### src/rtl/rr_arb_mux.sv
// rr_arb_mux: NUM_CH-to-1 arbitrating multiplexer with a valid/ready
// handshake and one registered output word. The arbiter is round-robin
// (PRIORITY_MODE=0) or fixed priority with the lowest index winning
// (PRIORITY_MODE=1).
module rr_arb_mux #(
  parameter int DATA_W        = 8,
  parameter int NUM_CH        = 4,
  parameter int PRIORITY_MODE = 0
) (
  input  logic                       clk_i,
  input  logic                       rst_i,
  input  logic [NUM_CH*DATA_W-1:0]   data_i,
  input  logic [NUM_CH-1:0]          valid_i,
  output logic [NUM_CH-1:0]          ready_o,
  output logic [DATA_W-1:0]          data_o,
  output logic                       valid_o,
  output logic [$clog2(NUM_CH)-1:0]  sel_o,
  input  logic                       ready_i
);

  localparam int CH_W = $clog2(NUM_CH);

  // Output register and round-robin pointer.
  logic [DATA_W-1:0] data_p1;
  logic [CH_W-1:0]   sel_p1;
  logic              vld_p1;
  logic [CH_W-1:0]   ptr;

  // Arbitration results for the current cycle.
  logic [NUM_CH-1:0] grant;
  logic [CH_W-1:0]   gnt_idx;
  logic              space;
  logic              xfer;
  logic [DATA_W-1:0] data_p0;
  logic [CH_W-1:0]   ptr_nxt;

  // ---- Stage p0: arbitration and input selection (combinational) ----

  // Search the channels starting from ptr (RR) or from 0 (fixed), wrapping
  // modulo NUM_CH; the first requesting channel wins. The running sum is one
  // bit wider than CH_W so the wrap works for non-power-of-two NUM_CH.
  always_comb begin
    logic [CH_W:0] base;
    logic [CH_W:0] idx;
    logic          found;
    grant   = '0;
    gnt_idx = '0;
    found   = 1'b0;
    base    = (PRIORITY_MODE == 0) ? {1'b0, ptr} : '0;
    idx     = '0;
    for (int i = 0; i < NUM_CH; i++) begin
      idx = base + (CH_W+1)'(i);
      if (idx >= (CH_W+1)'(NUM_CH)) begin
        idx = idx - (CH_W+1)'(NUM_CH);
      end
      if (!found && valid_i[idx]) begin
        found      = 1'b1;
        grant[idx] = 1'b1;
        gnt_idx    = idx[CH_W-1:0];
      end
    end
  end

  // The output register can take a word when it is empty or being drained
  // this cycle; ready is held low during reset so no producer sees a
  // transfer that the register would then discard.
  always_comb begin
    space   = ~vld_p1 | ready_i;
    ready_o = grant & {NUM_CH{space & ~rst_i}};
    xfer    = |ready_o;
  end

  // Only the granted channel's slice is read, so unknown data on idle
  // channels never reaches the output register.
  always_comb begin
    data_p0 = data_i[gnt_idx*DATA_W +: DATA_W];
    ptr_nxt = (gnt_idx == CH_W'(NUM_CH-1)) ? '0 : gnt_idx + CH_W'(1);
  end

  // ---- Stage p1: output register, pointer update ----

  // Load on transfer (also covers consume-and-load in one cycle), drain when
  // consumed with nothing new, otherwise hold. ptr only moves on a RR grant.
  always_ff @(posedge clk_i) begin
    if (rst_i) begin
      vld_p1  <= 1'b0;
      data_p1 <= '0;
      sel_p1  <= '0;
      ptr     <= '0;
    end else if (xfer) begin
      vld_p1  <= 1'b1;
      data_p1 <= data_p0;
      sel_p1  <= gnt_idx;
      if (PRIORITY_MODE == 0) begin
        ptr <= ptr_nxt;
      end
    end else if (ready_i) begin
      vld_p1 <= 1'b0;
    end
  end

  assign data_o  = data_p1;
  assign valid_o = vld_p1;
  assign sel_o   = sel_p1;

endmodule

### config.mk
export PLATFORM = sky130hd
export DESIGN_NAME = rr_arb_mux
export DESIGN_NICKNAME = d
export VERILOG_FILES = /design/src/rtl/rr_arb_mux.sv
export SDC_FILE = /design/constraint.sdc
export NUM_CORES = 1
export LEC_CHECK = 0
export CAP_MARGIN = 0
export CORE_MARGIN = 5
export CORE_UTILIZATION = 48
export CTS_CLUSTER_SIZE = 10
export DETAILED_ROUTE_END_ITERATION = 8
export PLACE_DENSITY = 0.87
export SLEW_MARGIN = 5
export SYNTH_ARGS = -nofsm -noshare
export SYNTH_HDL_FRONTEND = slang
export SYNTH_SLANG_ARGS = --single-unit
### constraint.sdc
create_clock -name clk_i -period 5.6 [get_ports clk_i]
set_input_delay 0.84 -clock clk_i [delete_from_list [all_inputs] [get_ports clk_i]]
set_output_delay 0.84 -clock clk_i [all_outputs]
set_load 0.05 [all_outputs]
=== Word-level counts from Yosys, hierarchy flattened ===
Index checks and enable logic that the tools add are counted.

* Add/subtract/negate cells: 8
* Multipliers: 0
* Divide/modulo/power cells: 0
* Magnitude comparators: 12
* Equal/unequal tests: 1
* Shifts and indexed selects: 1
* Mux-type cells: 34
* Bitwise gates (word level): 8
* Reduce and logical (&&, ||, !) cells: 12

{| class="wikitable"
|+ Operators by type and width
! operator !! number
|-
| 32-bit by 6-bit variable part select with 8-bit output || 1
|-
| 4-bit two-way mux || 4
|-
| 1-bit two-way mux || 13
|-
| 3-bit by 1-bit greater-or-equal comparator with 1-bit output, second input constant || 4
|-
| 3-bit less-than comparator, second input constant || 4
|-
| 3-bit two-way mux || 4
|-
| 4-bit OR || 3
|-
| 2-bit two-way mux || 5
|-
| 3-bit greater-or-equal comparator, second input constant || 3
|-
| 3-bit subtractor, second input constant || 3
|-
| 1-bit binary-select mux with 2-bit select || 4
|-
| 1-bit demux with 2-bit select || 4
|-
| 1-bit logical AND || 7
|-
| 2-bit by 2-bit adder with 3-bit output, second input constant || 2
|-
| 4-bit bitwise AND || 1
|-
| 4-bit OR reduction || 1
|-
| 2-bit by 1-bit adder with 3-bit output, second input constant || 1
|-
| 2-bit by 3-bit greater-or-equal comparator with 1-bit output, second input constant || 1
|-
| 1-bit logical NOT || 3
|-
| 2-bit by 3-bit subtractor with 3-bit output, second input constant || 1
|-
| 2-bit by 1-bit adder with 2-bit output, second input constant || 1
|-
| 2-bit == test, second input constant || 1
|-
| 1-bit NOT || 2
|-
| 2-bit nonzero test || 1
|-
| 2 further kinds || 2
|}

* Bits in registers: 13
* Latch bits: 0
* Memory bits (writable): 0
* Bits in read-only memories: 0
* Input port bits: 39
* Logic and storage cells: 80
* Memories kept: 0

=== Logic depth before layout (Yosys ltp) ===
Gate-level depths: netlist of run 1.

* Depth in word-level cells: 17
* Depth in mapped cells: 13

=== Worst setup path after synthesis of run 1 ===
No wires, ideal clock.

* Path type: register to output
* Start point: register ptr[0]
* End point: output port ready_o[0]
* Arrival time: 2.967 ns
* Required time: 4.760 ns
* Path slack: 1.793 ns
* Cell stages (with the launch flop): 8
* Path buffers: 1
* Cells stage by stage: dfxtp_1 > inv_1 > ha_1 > buf_6 > mux2_2 > nor4b_1 > o32ai_2 > o21ai_0

* Word-level cells in the longest chain between the ends: 15
* Elaborated cells between the ends (all ways): 60
* Those cells by class: 7 x add/sub; 12 x order compare; 27 x mux; 4 x bitwise; 10 x reduce/logical

{| class="wikitable"
|+ RTL lines
! item !! line !! source
|-
| start: declaration || 27 || <nowiki>logic [CH_W-1:0] ptr;</nowiki>
|-
| start signal: assignment || 95 || <nowiki>ptr <= ptr_nxt;</nowiki>
|-
| branches (longest 13 deep; another with 2-bit by 1-bit adder with 3-bit output) || - ||
|-
| 4-bit two-way mux * || 56 || <nowiki>if (!found && valid_i[idx]) begin</nowiki>
|-
| 4-bit bitwise AND * || 69 || <nowiki>ready_o = grant & {NUM_CH{space & ~rst_i}};</nowiki>
|-
| end: declaration || 14 || <nowiki>output logic [NUM_CH-1:0] ready_o,</nowiki>
|}

Mark *: on every way between the ends. The select of a mux whose other input is x is not followed.

=== Worst setup path in the final report of run 1 ===
* Start point: register ptr[0]
* End point: output port ready_o[3]

Same word-level chain as after synthesis.

==> flow_summary.ini, run 1 <==
[power_and_ir_drop]
power_density_nw_per_um2 = 518
vdd_drop_max_mv = 0.401
leakagePower_uw = 0.000711

[finish]
syn2layout_area_growth_pct = 36.6
drive_gt1_share_pct = 19.7
final_area_um2 = 1910
final_nets = 248
antenna-diode-count = 0
final_util_pct = 68.5

[synthesis]
synth-edff-count = 0
synthTopCellsByArea = dfxtp_1 (19%), mux2i_1 (9.3%), a21oi_2 (5.7%)
async_flop_share_pct = 0
yosys_warnings = 0
synth_xor_area_share_pct = 0.628
yosys.area_share.simple_pct = 21.4
ys_seq_area_share_pct = 18.7
yosysTopAreaCell = dfxtp_1
synth_top_family_by_area = compound AO/OA/AOI/OAI gates
synth-compound-area-share_pct = 32.1
synthFlopType = dfxtp_1
synthAdderAreaFrac_pct = 4.48
syn_nets = 201
syn_area_um2 = 1400
ys_ff_latch = 13
ys_types = 46
avgSynthCellArea_um2 = 8.89
synth.area.mux_share_pct = 15.2
synthCells = 157
yosys.area.top_type_share_pct = 18.7

[sta]
setup_viol_count_final = 0
grt_setup_unrepaired = no
fin_crit_sh_pct = 85.2
period_needed_ns = 4.77
tightest_slew_ns = 1.19
slew-limit-headroom_pct = 20.0
fin_tns_setup_ns = 0
drv_slew = 0
fin_ws_ns = 0.826
finClkSkew_ns = 0.00479
hold_viol = 0
fmax_ghz = 0.209

[grt]
grt.overflow.total = 0
grt_util_all_layers_pct = 18.8
grt_pass1_wl_mm = 6.30
antenna_found_initial = 0
grt_pass1_vias = 1327
grt_start_max_net_pins = 22

[critical_path]
cp_slowest_cell = clkdlybuf4s50_1
reg2reg_from = ptr[0]
cp-start-kind = flop
r2r_slack_ns = 1.37
max_stage_delay_ns = 0.79
rr_endpoint = data_o[5]
cp_cell_sequence = inv_1, ha_1, mux2_2, nor3_1, o21ai_0, a21oi_1, a21o_1, clkdlybuf4s50_1
cp.arrival_ns = 3.93
worstRegToRegCells = 10
path_max_fanout = 17
cp.required_ns = 4.76
crit_type = flop to output pin
end_kind = output pin

[cts]
cts_tree = built
clk_transition_reported_paths_ns = 0.09
cts.repair.resized = 0
clock-sinks = 13
clk_path_buf_depth = 2
cts_setup_buffers = 0
ctsHoldBuffers = 0
htreeDepth = 1
numCtsBuffers = 3
cts-root-buf = clkbuf_4
clock_latency_ns = 0.27

[run]
drv_cap = 0

[floorplanning]
die-area_um2 = 4080
io_pins = 54
start_util_pct = 50.2
core_um2 = 2780
die_h_um = 63.9
fp-row-count = 19
fp.dieW_um = 63.9

[run_status]
status = completed

[placed_design]
dpl.hpwl_mm = 3.20
io_buffers = 53
dp_slack_ns = 1.20
dpl_cell_area_um2 = 1880
routabilityCongestion = 0.854

[min_path]
hold_path_depth = 2
min_from = data_o[1]
hold_path_end = data_o[1]
min_path_type = flop to flop

[drt]
drc = 0
drt_iter0_markers = 58
drt_first_pass_iters = 4
viasPerCell = 6.13
wl_per_cell_um = 16.9
ant_nets = 0
wirelength_mm = 3.96
vias = 1434
==> report_power, final <==
group	internal (µW)	switching, µW
combinational	311	455
clock	27.6	31.3
sequential	125	37.6
total	464	524
==> metal layers <==
layer	vias up	wire (µm)	GRT usage, %
li1	685	-	-
met1	691	1650	23.5
met2	52	2080	33.7
met3	6	159	1.75
met4	0	74	5.71
met5	-	0	0
==> flip-flops by register name, indices dropped and copies added, names as in the netlist <==
register,count
data_o,8
ptr,2
sel_o,2
valid_o,1
==> cells in the final DEF (no fill, tap or decap), types with 2 or more instances in the layout <==
cell type	netlist	layout
nand2b_1	3	3
o21ai_0	5	5
nor2b_1	3	3
o32ai_2	2	2
clkbuf_4	0	3
a211oi_1	3	3
nand2_2	9	9
and4_1	2	2
clkdlybuf4s50_1	0	53
nor2_1	6	6
nand2_1	14	14
a21o_1	3	3
a221o_2	4	4
a21oi_1	14	14
mux2_2	3	3
ha_1	5	5
a221o_1	4	4
inv_1	3	3
dfxtp_1	13	13
nor4b_1	2	2
mux2i_1	13	13
a21oi_2	9	9
nor3_1	5	5
==> cell type report <==
class                           count  area (µm²)
Multi-Input combinational cell    129        1030
Fill cell                         233         876
Tap cell                           31        38.8
Sequential cell                    13         260
Timing Repair Buffer               54         538
Clock buffer                        4        26.3
Inverter                            3        11.3
==> cells by family after synthesis <==
| kind of cell | Yosys count |
|---|---|
| buffers and inverters | 15 |
| adder cells (fa/ha/maj) | 5 |
| XOR/XNOR | 1 |
| AND/OR/NAND/NOR | 51 |
| AO/OA/AOI/OAI | 54 |
| multiplexers | 18 |
| flip-flops | 13 |
==> worst max path at each step <==
stage                           from    endpoint  slack (ns)  cells after the start
after floorplan               ptr[0]  ready_o[0]        1.79                      7
after global placement    valid_i[2]  ready_o[0]        1.32                      7
after detailed placement      ptr[0]  ready_o[3]        1.20                      8
after CTS                     ptr[0]  ready_o[3]        0.86                      8
after global routing          ptr[0]  ready_o[3]        0.67                      8
final                         ptr[0]  ready_o[3]        0.83                      8
==> cell usage after synthesis (2+ instances only) <==
cell type	n
a21oi_1	14
nand2_1	14
dfxtp_1	13
mux2i_1	13
a21oi_2	9
nand2_2	9
nor2_1	6
ha_1	5
nor3_1	5
o21ai_0	5
a221o_1	4
a221o_2	4
buf_2	4
a211oi_1	3
a21o_1	3
buf_4	3
inv_1	3
mux2_2	3
nand2b_1	3
nor2b_1	3
and4_1	2
buf_6	2
clkbuf_1	2
nor4b_1	2
o32ai_2	2
==> worst max-delay path: cells and delay by family (launching register included) <==
kind	cells	cell delay, ns
adders and majority gates	1	0.56
muxes	1	0.43
buffers and inverters	2	1.09
DFF	1	0.69
and+or+nand+nor	1	0.29
AOI/OAI and AO/OA	3	0.59
==> through the flow <==
stage	power [µW]	std cells	hold WS, ns
after floorplan	792	157	0.667
after global placement	906	230	0.442
after detailed placement	930	230	0.449
after CTS	989	234	0.462
after global routing	1050	234	0.480
final	988	234	0.459
(Power assumes the default switching activity.)
==> run 2, diff against run 1 <==
Settings changed: CORE_UTILIZATION 48 to 40, PLACE_DENSITY 0.87 to 0.77.
Clock period 5.6 ns to 4.1 ns, I/O delays scaled along.
==> run 2 against run 1 <==
Against the previous run:
- worst hold slack lost 0.0024 ns
- global-route usage shrank 2.0 points
- sequential share of layout area shrank 0.32 points
- largest cell class unchanged
- worst setup slack lost 0.43 ns
- first-iteration DRC count grew 84%
- wire length grew 1.5%
- cell count grew 8.5%
- clock skew is essentially flat
- utilization shrank 10 points
- total power grew 39%
- count of clock-buffer cells in the layout is the same
==> flow_summary.ini, run 2 (same netlist as run 1, synthesis figures left out) <==
[run_status]
status = completed

[sta]
hold_viol = 0
drv_slew = 0
fin_crit_sh_pct = 90.3
period_needed_ns = 3.70
fmax_ghz = 0.270
finClkSkew_ns = 0.00480
slew-limit-headroom_pct = 23.2
fin_tns_setup_ns = 0
tightest_slew_ns = 1.15
grt_setup_unrepaired = no
setup_viol_count_final = 0

[floorplanning]
die-area_um2 = 4770
core_um2 = 3360
start_util_pct = 41.5
fp-row-count = 21
die_h_um = 69.1
io_pins = 54
fp.dieW_um = 69.1

[grt]
grt_pass1_vias = 1351
antenna_found_initial = 0
grt_start_max_net_pins = 25
grt.overflow.total = 0
grt_util_all_layers_pct = 16.8
grt_pass1_wl_mm = 6.76

[placed_design]
dpl.hpwl_mm = 3.15
io_buffers = 53
routabilityCongestion = 0.839
dp.cells = 250

[drt]
vias = 1430
viasPerCell = 5.63
wirelength_mm = 4.02
drt_iter0_markers = 107
drc = 0
drt_first_pass_iters = 4
ant_nets = 0
wl_per_cell_um = 15.8

[critical_path]
rr_endpoint = data_o[6]
cp.required_ns = 3.48
reg2reg_from = ptr[1]
cp.arrival_ns = 3.09
worstRegToRegCells = 10
cp-start-kind = flop
path_max_fanout = 11
crit_type = flop to output pin
end_kind = output pin
r2r_slack_ns = 0.51

[finish]
syn2layout_area_growth_pct = 39.9
final_nets = 253
stdcell_count = 254
antenna-diode-count = 0
fillCellCount = 335
layout_commonest_cell = clkdlybuf4s50_1
drive_gt1_share_pct = 23.6
layout_common_cells = clkdlybuf4s50_1 (49), nand2_1 (14), a21oi_1 (14)
largest_register_ff_count = 8

[cts]
ctsHoldBuffers = 0
clk_path_buf_depth = 2
clock_latency_ns = 0.28
clock-sinks = 13
cts_setup_buffers = 0
numCtsBuffers = 3
cts.repair.resized = 0
cts-root-buf = clkbuf_4
clk_transition_reported_paths_ns = 0.08
htreeDepth = 1
cts_tree = built

[power_and_ir_drop]
power_density_nw_per_um2 = 701
leakagePower_uw = 0.000742
vdd_drop_max_mv = 0.263
report.power.total_uw = 1370

[min_path]
min_path_type = flop to flop
hold_path_end = data_o[3]
min_from = data_o[3]
hold_path_depth = 2

[run]
drv_cap = 0
-- run 2: changes by cell type in the layout (fill, tap and decap cells not counted) --
cell             delta
clkdlybuf4s50_1     -4
buf_4               +9
-- run 2: worst max-delay path, cell delays in order, from the launching register on --
cell and delay (ns):
dfxtp_1 0.60, inv_1 0.15, ha_1 0.52, mux4_2 0.61
and2_1 0.20, o31ai_2 0.23, nand2_1 0.09, a22o_1 0.23
buf_4 0.18
-- run 2: where the power goes --
group	switching, µW	internal, µW
Sequential	38.4	171
Combinational	633	442
Clock	45.5	37.8
Total	717	651
-- run 2: metrics by stage --
step / hold WS [ns] / area [µm²] / setup slack, ns / utilization [%]
after floorplan: 0.667 / 1400 / 0.518 / -
after global placement: 0.442 / 1930 / 0.632 / 57.3
after detailed placement: 0.448 / 1930 / 0.535 / 57.3
after CTS: 0.459 / 1950 / 0.415 / 58.0
after global routing: 0.482 / 1950 / 0.202 / 58.0
final: 0.457 / 1950 / 0.397 / 58.0
-- run 2: cell type report --
| class | count | area [µm²] | share of cell area, % |
|---|---|---|---|
| flip-flops and latches | 13 | 260 | 13.3 |
| inverters | 3 | 11.3 | 0.577 |
| well taps | 46 | 57.6 | 2.95 |
| clock buffers | 4 | 26.3 | 1.35 |
| repair buffers | 59 | 566 | 29.0 |
| multi-input cells | 129 | 1030 | 52.8 |
-- run 2: worst max path at each step --
stage,from,to,cells past startpoint
2_1_floorplan,ptr[0],ready_o[0],7
3_3_place_gp,ptr[1],data_o[6],10
3_5_place_dp,valid_i[2],data_o[6],8
4_1_cts,ptr[1],ready_o[2],8
5_1_grt,ptr[1],ready_o[2],8
6_report,ptr[1],ready_o[2],8
-- run 2: routing by layer --
| metal | global-route usage, % | share of wire, % |
|---|---|---|
| met2 | 28.1 | 52 |
| met3 | 3.63 | 4.0 |
| met5 | 0 | 0 |
| met4 | 5.42 | 1.9 |
| met1 | 21.3 | 42 |
